**config.mk**
```make
export PLATFORM = sky130hd
export DESIGN_NAME = quad_store_ser
export DESIGN_NICKNAME = d
export VERILOG_FILES = /design/src/rtl/quad_store_ser.sv
export SDC_FILE = /design/constraint.sdc
export NUM_CORES = 1
export LEC_CHECK = 0
export BUFFER_PORTS_ARGS = -buffer_cell sky130_fd_sc_hd__clkbuf_2
export CORE_UTILIZATION = 59
export DETAILED_ROUTE_END_ITERATION = 8
export PLACE_DENSITY = 0.92
export SLEW_MARGIN = 25
export SYNTH_ARGS = -nofsm -noshare
export SYNTH_HDL_FRONTEND = slang
export SYNTH_SLANG_ARGS = --single-unit
```
**constraint.sdc**
```tcl
create_clock -name clk -period 4.6 [get_ports clk]
set_input_delay 0 -clock clk [delete_from_list [all_inputs] [get_ports clk]]
set_output_delay 0 -clock clk [all_outputs]
set_load 0.02 [all_outputs]
```
**src/rtl/quad_store_ser.sv**
```systemverilog
// Store path from a 64-bit register to a byte-wide RAM: narrows the value to
// the requested size and emits it as big-endian byte writes, one per handshake.
package quad_store_ser_pkg;
   localparam int RAM_QUAD_SIZE = 64;
   typedef enum logic [1:0] {
      RAM_BYTE = 2'd0,
      RAM_WORD = 2'd1,
      RAM_LONG = 2'd2,
      RAM_QUAD = 2'd3
   } data_type_t;
endpackage

module quad_store_ser
   import quad_store_ser_pkg::*;
#(
   parameter int ADDR_W = 16
) (
   input  logic                     clk,
   input  logic                     rst,
   input  logic                     req_valid,
   output logic                     req_ready,
   input  logic [ADDR_W-1:0]        req_addr,
   input  data_type_t               req_type,
   input  logic [RAM_QUAD_SIZE-1:0] req_data,
   output logic                     mem_we,
   output logic [ADDR_W-1:0]        mem_addr,
   output logic [7:0]               mem_data,
   input  logic                     mem_ready,
   output logic                     done,
   output logic                     err
);

   localparam logic [1:0] IDLE  = 2'd0;
   localparam logic [1:0] WRITE = 2'd1;
   localparam logic [1:0] DONE  = 2'd2;

   logic [1:0]               state_reg;
   logic [ADDR_W-1:0]        addr_reg;
   logic [3:0]               n_reg;
   logic [3:0]               i_reg;
   logic [RAM_QUAD_SIZE-1:0] sr_reg;
   logic                     err_reg;

   logic [3:0]               n_next;
   logic [RAM_QUAD_SIZE-1:0] sr_next;
   logic                     misaligned;
   logic                     write_active;

   // Byte count, left-justified shift value and alignment check per store size
   always_comb begin
      n_next     = 4'd1;
      sr_next    = {req_data[7:0], 56'd0};
      misaligned = 1'b0;
      case (req_type)
         RAM_BYTE: begin
            n_next     = 4'd1;
            sr_next    = {req_data[7:0], 56'd0};
            misaligned = 1'b0;
         end
         RAM_WORD: begin
            n_next     = 4'd2;
            sr_next    = {req_data[15:0], 48'd0};
            misaligned = req_addr[0];
         end
         RAM_LONG: begin
            n_next     = 4'd4;
            sr_next    = {req_data[31:0], 32'd0};
            misaligned = |req_addr[1:0];
         end
         RAM_QUAD: begin
            n_next     = 4'd8;
            sr_next    = req_data;
            misaligned = |req_addr[2:0];
         end
         default: ;
      endcase
   end

   always_ff @(posedge clk) begin
      if (rst) begin
         state_reg <= IDLE;
         addr_reg  <= '0;
         n_reg     <= 4'd0;
         i_reg     <= 4'd0;
         sr_reg    <= '0;
         err_reg   <= 1'b0;
      end else begin
         case (state_reg)
            IDLE: begin
               if (req_valid) begin
                  addr_reg  <= req_addr;
                  n_reg     <= n_next;
                  i_reg     <= 4'd0;
                  sr_reg    <= sr_next;
                  err_reg   <= misaligned;
                  state_reg <= misaligned ? DONE : WRITE;
               end
            end
            WRITE: begin
               if (mem_ready) begin
                  i_reg  <= i_reg + 4'd1;
                  sr_reg <= {sr_reg[RAM_QUAD_SIZE-9:0], 8'd0};
                  if (i_reg == n_reg - 4'd1)
                     state_reg <= DONE;
               end
            end
            DONE:    state_reg <= IDLE;
            default: state_reg <= IDLE;
         endcase
      end
   end

   // Reset masks the strobes in its own cycle so an abort never lands a byte
   assign write_active = (state_reg == WRITE) && !rst;

   assign req_ready = (state_reg == IDLE);
   assign mem_we    = write_active;
   assign mem_addr  = write_active ? addr_reg + ADDR_W'(i_reg) : '0;
   assign mem_data  = write_active ? sr_reg[RAM_QUAD_SIZE-1 -: 8] : 8'd0;
   assign done      = (state_reg == DONE) && !rst;
   assign err       = done && err_reg;

endmodule

```
# Word level (Yosys, flattened, before mapping)
# Index checks and enable logic that the tools add are counted.
# classes
addsub	3
eq_ne	9
mux	16
n_reduce_logical	12
# op_table
op	n
64-bit one-hot mux with 4 select lines	1
64-bit two-way mux	2
64-bit one-hot mux with 2 select lines	1
16-bit by 4-bit adder with 16-bit output	1
16-bit two-way mux	1
4-bit one-hot mux with 4 select lines	1
2-bit two-way mux	4
4-bit two-way mux	2
8-bit two-way mux	1
4-bit one-hot mux with 2 select lines	1
2-bit == test, second input constant	3
2-bit != test, second input constant	3
3-bit AND reduction	2
4-bit by 1-bit adder with 4-bit output, second input constant	1
2-bit by 1-bit == test with 1-bit output, second input constant	2
4-bit == test	1
2-bit logical NOT	2
1-bit one-hot mux with 4 select lines	1
2-bit one-hot mux with 2 select lines	1
4-bit by 1-bit subtractor with 4-bit output, second input constant	1
1-bit logical AND	3
3-bit OR reduction	1
2-bit AND reduction	1
2-bit nonzero test	1
2 further kinds	2
# totals
ff_bits	91
inputBits	86
out_inout_bits	28

# Depth between registers and ports, before layout
# logic_depth
ltp_word	5
ltp_mapped	8
mapped_depth_nobuf	7

# Least setup slack after synthesis
# OpenSTA, ideal clock, no wires.
# synth_path
kind	register -> output
start	register i_reg[0]
end	output mem_addr[12]
arrival_time_ps	2282
required_time_ps	4600
path_slack_ps	2318
path_stages_with_launch	8
n_path_buf	0
cell_sequence	dfxtp_1 -> ha_1 -> inv_1 -> fa_1 -> nand2b_1 -> a21o_1 -> or4_1 -> a21oi_1
# synth_via
elab_chain_len	2
# synth_rtl
item	line_no	rtl
from (decl)	40	logic [3:0] i_reg;
from (signal assigned)	101	i_reg <= i_reg + 4'd1;
16-bit by 4-bit adder with 16-bit output	118	assign mem_addr = write_active ? addr_reg + ADDR_W'(i_reg) : '0;
16-bit two-way mux	118	
to (decl)	26	output logic [ADDR_W-1:0] mem_addr,
# Every way passes these cells.

# Worst setup path in the final report
# layout_path
start	register i_reg[0]
end	output mem_addr[10]
# The elaborated chain is that of the path after synthesis.

==> flow_summary.ini <==
[worst_setup_path]
cp_max_fo = 6
crit_required_ps = 4600
reg2reg_depth = 5
rr_startpoint = state_reg[0]$_SDFFE_PP0P_
cp-end-kind = primary output
worst-endpoint-arrival_ps = 2830
critPathKind = flop to primary output
critPathLaunchType = flop
cp-startpoint = i_reg[0]$_SDFFE_PP0P_
rrSetupSlack_ps = 1900
r2r-end = sr_reg[35]$_SDFFE_PP0P_

[floorplan]
core_mm2 = 0.00826
die_area_mm2 = 0.00891
initial_core_util = 0.610
die-width_um = 94.4
die_h_um = 94.4
fp-row-count = 33
pin_count = 114

[outcome]
status = finished with violations
violations = hold timing

[placed_design]
place_hpwl_um = 9030
numPortBuffers = 113
gp_congestion = 0.826
dpl.cell_count = 743

[sta]
tightest_slew_ps = 1020
min_period_ps = 2830
tns_ps = 0
hold_ws_ps = -0.483
slew_headroom = 0.315
drv_slew = 0
skew_ps = 17.1
finalCritPeriodShare = 0.616
setup_viol = 0
rsz0062_at_grt = false
clock.fmax_mhz = 353
hold_violations = 1

[detailed_routing]
dr.first_iter.drc_count = 496
ant_nets = 0
firstDrtPassIters = 5
route.vias.total = 5149
wire_per_inst_um = 18.6
viasPerCell = 6.42
drc = 0
wl_um = 14900

[run]
maxCapViolCount = 0

[worst_hold_path]
min_from = req_data[23]
min_to = sr_reg[23]$_SDFFE_PP0P_
hold_class = input port to flop
hold_path_depth = 3

[cells_and_area]
instances_no_fill = 802
diodes = 0
syn_to_final_growth_pct = 21.8
fin_nets = 785
final_cell_mix = 113 x clkbuf_2, 91 x dfxtp_1, 67 x nand2_1
final_layout_size_suffix_gt1_frac = 0.261
largest_register_ffs = 64
mostFrequentLayoutCell = clkbuf_2
nFillCells = 559

[global_routing]
grt_busiest_layer = met2
met1_usage = 0.430
antenna_found_initial = 0
grtUsageMet3 = 0.0612
grt_max_degree = 93
grt_overflow_total = 0
met2_usage = 0.559
grt.total_usage = 0.341
grt_pass1_wl_um = 23600
grt_pass1_vias = 4822

[power_and_ir_drop]
power_density_mw_per_mm2 = 311
combPwrFrac = 0.217
leakagePower_nw = 2.51
seqPwrFrac = 0.469
clockPowerShare = 0.314
ir_drop_mv = 0.190
switchingPower_mw = 0.581
intPower_mw = 1.33
switching_share = 0.304

[yosys]
ys_warn_count = 0
synth.net_count = 667
synth_edf_count = 0
ys_ff_latch = 91
async_reset_ff_frac = 0
seq_area_frac_synth = 0.362
synth.top_cell.area_share = 0.362
postSynthAreaPerCell_um2 = 8.78
yosysTopAreaCell = dfxtp_1
synth_cell_types = 49
synth_flop_cell = dfxtp_1
synth_cells = 574
netlist_area_mm2 = 0.00504
synth_area_leaders = dfxtp_1 36%, a221oi_2 7.2%, a21oi_1 5.5%

[cts]
numCtsBuffers = 9
insertion_delay_ps = 370
postCtsSetupBuffers = 0
cts_tree = yes
clk_path_buf_depth = 2
clock-sinks = 91
clk_pin_slew_worst_paths_ps = 90
htreeDepth = 3
root_buffer = clkbuf_8
## cells in the mapped netlist (13+ instances only)
master / count
a211oi_1: 13
a21oi_1: 55
a221oi_2: 24
a22oi_1: 16
buf_2: 18
clkbuf_1: 24
dfxtp_1: 91
mux2i_1: 17
nand2_1: 67
nor2_1: 53
nor3_1: 29
o211ai_1: 18
o21ai_0: 20
## power groups by stage
stage | Clock [mW] | Combinational [mW] | Sequential, mW
2_1_floorplan | 0 | 0.280 | 0.896
3_3_place_gp | 0 | 0.351 | 0.906
3_5_place_dp | 0 | 0.365 | 0.910
4_1_cts | 0.595 | 0.397 | 0.892
5_1_grt | 0.634 | 0.444 | 0.903
6_report | 0.600 | 0.414 | 0.896
## logic make-up (layout without fill, tap and decap cells)
group                    after synthesis  in the layout  synth area share
XOR/XNOR                              10             10            0.0201
adder cells (fa/ha/maj)                7              7            0.0189
multiplexers                          34             34            0.0901
AO/OA/AOI/OAI                        174            174             0.263
AND/OR/NAND/NOR                      195            195             0.181
flip-flops                            91             91             0.362
buffers and inverters                 63            186            0.0648
## per-layer routing
metal,up-vias,share of wire
li1,2344,-
met1,2412,0.39
met2,315,0.48
met3,78,0.089
met4,0,0.046
met5,-,0
## final cells by class
| class | count | area (um^2) | area share |
|---|---|---|---|
| multi-input combinational | 420 | 2900 | 0.472 |
| sequential | 91 | 1820 | 0.297 |
| timing repair buffer | 161 | 1030 | 0.168 |
| tap | 105 | 131 | 0.0214 |
| clock buffer | 10 | 128 | 0.0208 |
| clock inverter | 6 | 88.8 | 0.0145 |
| inverter | 9 | 33.8 | 0.00551 |
## worst max-delay path by stage
| stage | end | slack (ps) | cells after the start |
|---|---|---|---|
| after detailed placement | sr_reg[9]$_SDFFE_PP0P_ | 2080 | 5 |
| after global routing | mem_addr[12] | 1600 | 8 |
| after floorplan | mem_addr[12] | 2320 | 7 |
| after CTS | mem_addr[10] | 1800 | 8 |
| final | mem_addr[10] | 1770 | 8 |
| after global placement | sr_reg[2]$_SDFFE_PP0P_ | 2190 | 5 |
## worst max-delay path: stages, from the launching register on
cell and delay (ps):
dfxtp_1 460, ha_1 250, inv_1 70, fa_1 400, nand2b_1 200, a21o_1 220
or4_1 510, a21oi_1 170, clkbuf_2 190
## what timing repair did
action	4_1_cts	5_1_grt
gates resized for setup	0	0
hold endpoints to repair	43	0
setup endpoints to repair	0	0
hold buffers	43	0
## through the flow
stage	util	hold WS (ps)	total power, mW	worst slack [ps]	instance area (um^2)
after floorplan	-	86.3	1.18	2320	5040
after global placement	0.665	224	1.26	2190	5490
after detailed placement	0.665	231	1.27	2080	5490
after CTS	0.743	1.58	1.88	1800	6130
after global routing	0.743	29.5	1.98	1600	6130
final	0.743	-0.483	1.91	1770	6130
(Power assumes the default switching activity.)
